## src/rtl/quad_step_decoder.sv

```systemverilog
// quad_step_decoder: quadrature (A/B phase) decoder with wrapping position count.
// Each asynchronous phase input passes through SYNC_STAGES flops before decoding.
// Gray-code transitions produce one-cycle step pulses with a held direction.
// Transitions where both phases change produce one-cycle err pulses.
// The L/D parallel load has priority over stepping for O only.
// Optional feature macro: GLITCH_FILTER_EN. When defined, each synchronized phase
// passes a two-cycle stability filter, which adds one edge of latency.
module quad_step_decoder #(
  parameter int WIDTH       = 4,
  parameter int SYNC_STAGES = 2
) (
  input  logic             clk,
  input  logic             rst_n,
  input  logic             qa,
  input  logic             qb,
  input  logic [WIDTH-1:0] D,
  input  logic             L,
  output logic             step,
  output logic             dir,
  output logic             err,
  output logic [WIDTH-1:0] O
);

  typedef enum logic [0:0] {S_INIT, S_TRACK} state_e;

`ifdef GLITCH_FILTER_EN
  localparam int PRIME_CYCLES = SYNC_STAGES + 2;
`else
  localparam int PRIME_CYCLES = SYNC_STAGES + 1;
`endif
  localparam int CNT_W = $clog2(PRIME_CYCLES + 1);

  logic [SYNC_STAGES-1:0] a_sync_q, b_sync_q;
  logic [1:0]             cur;
  state_e                 state_q, state_d;
  logic [CNT_W-1:0]       prime_q, prime_d;
  logic [1:0]             prev_q, prev_d;
  logic                   step_q, step_d;
  logic                   err_q, err_d;
  logic                   dir_q, dir_d;
  logic [WIDTH-1:0]       o_q, o_d;

  // Shift each phase through its synchronizer chain (bit 0 is the pin-side stage).
  // NOTE: synchronizer flops are reset so that decoding never sees X after reset.
  always_ff @(posedge clk or negedge rst_n) begin
    if (!rst_n) begin
      a_sync_q <= '0;
      b_sync_q <= '0;
    end else begin
      a_sync_q <= {a_sync_q[SYNC_STAGES-2:0], qa};
      b_sync_q <= {b_sync_q[SYNC_STAGES-2:0], qb};
    end
  end

`ifdef GLITCH_FILTER_EN
  logic a_filt_q, b_filt_q;

  // Accept a new level only when the last two synchronizer stages agree.
  // The two stages hold consecutive samples, so a one-cycle pulse is never accepted.
  always_ff @(posedge clk or negedge rst_n) begin
    if (!rst_n) begin
      a_filt_q <= 1'b0;
      b_filt_q <= 1'b0;
    end else begin
      if (a_sync_q[SYNC_STAGES-1] == a_sync_q[SYNC_STAGES-2]) a_filt_q <= a_sync_q[SYNC_STAGES-1];
      if (b_sync_q[SYNC_STAGES-1] == b_sync_q[SYNC_STAGES-2]) b_filt_q <= b_sync_q[SYNC_STAGES-1];
    end
  end

  assign cur = {a_filt_q, b_filt_q};
`else
  assign cur = {a_sync_q[SYNC_STAGES-1], b_sync_q[SYNC_STAGES-1]};
`endif

  // Decoder state, previous phase pair, and registered outputs.
  // NOTE: sequential state uses non-blocking assignments only, so every flop
  //       samples the values from before the edge.
  always_ff @(posedge clk or negedge rst_n) begin
    if (!rst_n) begin
      state_q <= S_INIT;
      prime_q <= '0;
      prev_q  <= 2'b00;
      step_q  <= 1'b0;
      err_q   <= 1'b0;
      dir_q   <= 1'b0;
      o_q     <= '0;
    end else begin
      state_q <= state_d;
      prime_q <= prime_d;
      prev_q  <= prev_d;
      step_q  <= step_d;
      err_q   <= err_d;
      dir_q   <= dir_d;
      o_q     <= o_d;
    end
  end

  // Next state: prime prev until the input pipeline holds post-reset pin levels,
  // then classify each {prev, cur} pair as up, down, illegal, or idle.
  always_comb begin
    // NOTE: every output of this block gets a default first, so no latch is inferred.
    state_d = state_q;
    prime_d = prime_q;
    prev_d  = cur;
    step_d  = 1'b0;
    err_d   = 1'b0;
    dir_d   = dir_q;
    o_d     = o_q;

    unique case (state_q)
      // The synchronizers reset to 0, so pin levels present at release take a few
      // edges to arrive. Staying here until they do keeps those levels from
      // looking like a transition.
      S_INIT: begin
        prime_d = prime_q + CNT_W'(1);
        if (prime_q == CNT_W'(PRIME_CYCLES - 1)) state_d = S_TRACK;
      end
      S_TRACK: begin
        unique case ({prev_q, cur})
          4'b0001, 4'b0111, 4'b1110, 4'b1000: begin
            step_d = 1'b1;
            dir_d  = 1'b1;
            o_d    = o_q + WIDTH'(1);
          end
          4'b0010, 4'b1011, 4'b1101, 4'b0100: begin
            step_d = 1'b1;
            dir_d  = 1'b0;
            o_d    = o_q - WIDTH'(1);
          end
          4'b0011, 4'b1100, 4'b0110, 4'b1001: err_d = 1'b1;
          default: ;
        endcase
      end
      default: state_d = S_INIT;
    endcase

    // A load overrides only the count; step, dir and err still report the transition.
    if (L) o_d = D;
  end

  assign step = step_q;
  assign err  = err_q;
  assign dir  = dir_q;
  assign O    = o_q;

endmodule
```

## config.mk

```make
export PLATFORM = sky130hd
export DESIGN_NAME = quad_step_decoder
export DESIGN_NICKNAME = d
export VERILOG_FILES = /design/src/rtl/quad_step_decoder.sv
export SDC_FILE = /design/constraint.sdc
export NUM_CORES = 1
export LEC_CHECK = 0
export ABC_CLOCK_PERIOD_IN_PS = 2800
export BUFFER_PORTS_ARGS = -buffer_cell sky130_fd_sc_hd__buf_2
export CAP_MARGIN = 20
export CORE_UTILIZATION = 40
export CTS_CLUSTER_DIAMETER = 30
export CTS_CLUSTER_SIZE = 24
export DETAILED_ROUTE_END_ITERATION = 10
export PLACE_DENSITY_LB_ADDON = 0.1
export RECOVER_POWER = 100
export SYNTH_ARGS = -nofsm -noshare
export SYNTH_HDL_FRONTEND = slang
export SYNTH_SLANG_ARGS = --single-unit
export TNS_END_PERCENT = 1
```

## constraint.sdc

```tcl
create_clock -name clk -period 2.8 [get_ports clk]
set_input_delay 0.84 -clock clk [delete_from_list [all_inputs] [get_ports clk]]
set_output_delay 0.84 -clock clk [all_outputs]
set_load 0.01 [all_outputs]
```

==> run_results.csv <==
group,metric,value,unit
clock_tree,htree_levels,1,
setup_path,crit_chain,"xor2_1 -> nor2_1 -> ha_1 -> a21oi_1 -> a211o_1 -> a21oi_1 -> nand3b_1",
setup_path,slowest_delay,430,ps
layout,regArea,400,um2
synth,yosys-top-cells-area,"dfrtp_1, ha_1, xnor2_1, xor2_1, a21oi_1",
global_route,grt.total_usage,0.165,
global_route,grt_pass1_wl,2260,um
synth,synth.largest_area_cell,"dfrtp_1",
setup_path,crit_fanout,5,
drt,viasPerCell,4.98,
die,io_pins,16,
drt,ant_nets,0,
power,power-per-cell-area,644,nW/um2
sta,fin_skew,2.37,ps
power,p_leak,0.392,nW
global_route,grt_max_degree,17,
synth,yosysWarnings,0,
setup_path,worst_path_most_repeated_cell,"a21oi_1",
layout,drive_gt1_frac,0.131,
drt,wl_met2,613,um
placed_design,gp_congestion,0.702,
synth,ys_async_sr_fraction,1.00,
global_route,antenna_found_initial,0,
synth,synth_area,746,um2
die,chipHeight,45.2,um
setup_path,rr_endpoint,"O[3]",
clock_tree,ctsResizeCount,0,
drt,wire_per_inst,11.7,um
clock_tree,cts_setup_buffers,0,
sta,hold_violations,0,
synth,yosysMostFrequentCell,"dfrtp_1",
die,fp.dieArea,2040,um2
outcome,status,"finished, final reports clean",
synth,synth.top_cell.area_share,0.537,
setup_path,worst_r2r_startpoint,"b_sync_q[1]",
hold_path,hold_start,"a_sync_q[0]",
sta,grt_setup_unrepaired,"no",
sta,setup_tns,0,ps
clock_tree,cts_tree,"done",
sta,worst_slew_pin_slew,849,ps
hold_path,hold_depth,0,
drt,drc,0,
layout,final_net_count,98,
setup_path,cp-start-kind,"flop",
sta,finalCriticalPeriod,1970,ps
setup_path,critical_path_arrival,2200,ps
drt,num_vias,543,
sta,finalMaxSlewViolations,0,
clock_tree,cts_buffers,3,
layout,fillers,180,
power,p_total,0.556,mW
synth,synthFlopType,"dfrtp_1",
die,row_count,15,
setup_path,critPathSlowestCell,"dfrtp_1",
drt,first_iter_violations,9,
sta,slew_headroom,0.434,
synth,netlist_instances,67,
die,die_w,45.2,um
layout,fin_util,0.495,
synth,synth_seq_area_share,0.537,
placed_design,placedCellCount,105,
sta,fin_crit_sh,0.703,
sta,fin_worst_hold_slack,354,ps
synth,yosys-top-cells-count,"dfrtp_1, a21oi_1, nor2_1",
drt,dr.pass1.iters,4,
die,core_area,1750,um2
setup_path,worst_setup_path_end_kind,"flop",
global_route,grt_overflow,0,
clock_tree,clkSlewWorstSetupHoldPaths,90,ps
synth,synth-seq-cells,16,
drt,dr_wl_met3,68,um
synth,avgSynthCellArea,11.1,um2
drt,wl_met1,576,um
job,drv_cap,0,
synth,synth_edf_count,0,
sta,max_freq,508,MHz
sta,setup_viol,0,
layout,fin_cells,109,
layout,syn_to_final_growth,15.8,%
clock_tree,cts.sinks,16,
hold_path,hp-class,"reg -> reg",
synth,syn-num-nets,80,
synth,synth.distinct_cells,27,
setup_path,ff2ff_path_depth,7,
layout,antenna_cells,0,
power,ir_worst_vdd,0.000411,V
setup_path,worstSetupPathType,"reg -> reg",
die,start_util,0.427,
layout,multi_input_area,315,um2
global_route,first_global_vias,508,
placed_design,post-dp-hpwl,940,um
drt,routed_wirelength,1280,um
clock_tree,clockBufferDepth,2,
clock_tree,clk_latency,280,ps
setup_path,r2r_slack,830,ps
clock_tree,cts_hold_buf,0,
setup_path,crit_required,3030,ps
drt,top_layer,"met4",
clock_tree,root_buffer,"clkbuf_4",
placed_design,port_buffers,15,
hold_path,whs_endpoint,"a_sync_q[1]",
-- stage by stage --
| step | setup WS (ps) | instance area (um2) |
|---|---|---|
| after floorplan | 1030 | 746 |
| after global placement | 882 | 845 |
| after detailed placement | 823 | 845 |
| after CTS | 790 | 881 |
| after global routing | 644 | 863 |
| final | 831 | 863 |
-- logic make-up after synthesis --
family | share of synthesized area
and+or+nand+nor | 0.121
DFF | 0.537
AOI/OAI and AO/OA | 0.131
xor gates and xnor gates | 0.104
buffers and inverters | 0.0302
adders and majority gates | 0.0772
-- registers in the layout, indices dropped and copies added, names as in the netlist --
signal,count
O,4
err,1
a_sync_q,2
b_sync_q,2
prime_q,2
dir,1
prev_q,2
step,1
state_q,1
-- cell usage in the layout, fill, tap and decap left out, types with 2 or more instances in the layout --
master,Yosys,routed
dfrtp_1,16,16
clkbuf_1,2,8
buf_2,0,7
nor2_1,5,5
a21oi_1,5,5
xnor2_1,4,4
xor2_1,3,4
inv_1,4,4
nand2_1,4,4
o21ai_0,1,3
ha_1,3,3
clkbuf_4,0,3
nand2b_1,2,2
nor3_1,2,2
-- routing by layer --
metal,global-route usage,vias to the layer above
li1,-,264
met1,0.190,262
met2,0.272,15
met3,0.0600,2
met4,0.0727,0
met5,0,-
-- worst max-delay path by stage --
stage / startpoint / endpoint / slack (ps) / depth (start not counted)
2_1_floorplan: prev_q[0] / O[3] / 1030 / 7
3_3_place_gp: b_sync_q[1] / O[3] / 880 / 7
3_5_place_dp: b_sync_q[1] / O[3] / 820 / 7
4_1_cts: b_sync_q[1] / O[3] / 790 / 7
5_1_grt: b_sync_q[1] / O[3] / 640 / 7
6_report: b_sync_q[1] / O[3] / 830 / 7
-- where the power goes --
group / switching (mW) / internal (mW) / total [mW]
logic: 0.0724 / 0.0536 / 0.126
registers: 0.0230 / 0.256 / 0.279
clock network: 0.0714 / 0.0792 / 0.151
total: 0.167 / 0.389 / 0.556
-- cell type report --
cell class | count | area share
Inverter | 4 | 0.0174
Tap cell | 25 | 0.0362
Clock buffer | 4 | 0.0420
Multi-Input combinational cell | 45 | 0.365
Sequential cell | 16 | 0.464
Timing Repair Buffer | 15 | 0.0754
-- critical path: cells and delay by family (launching register included) --
kind,cells,cell delay (ps)
simple gates,2,270
flops,1,430
fa+ha+maj,1,360
xor+xnor,1,350
compound gates,3,510
(Power assumes the default switching activity.)
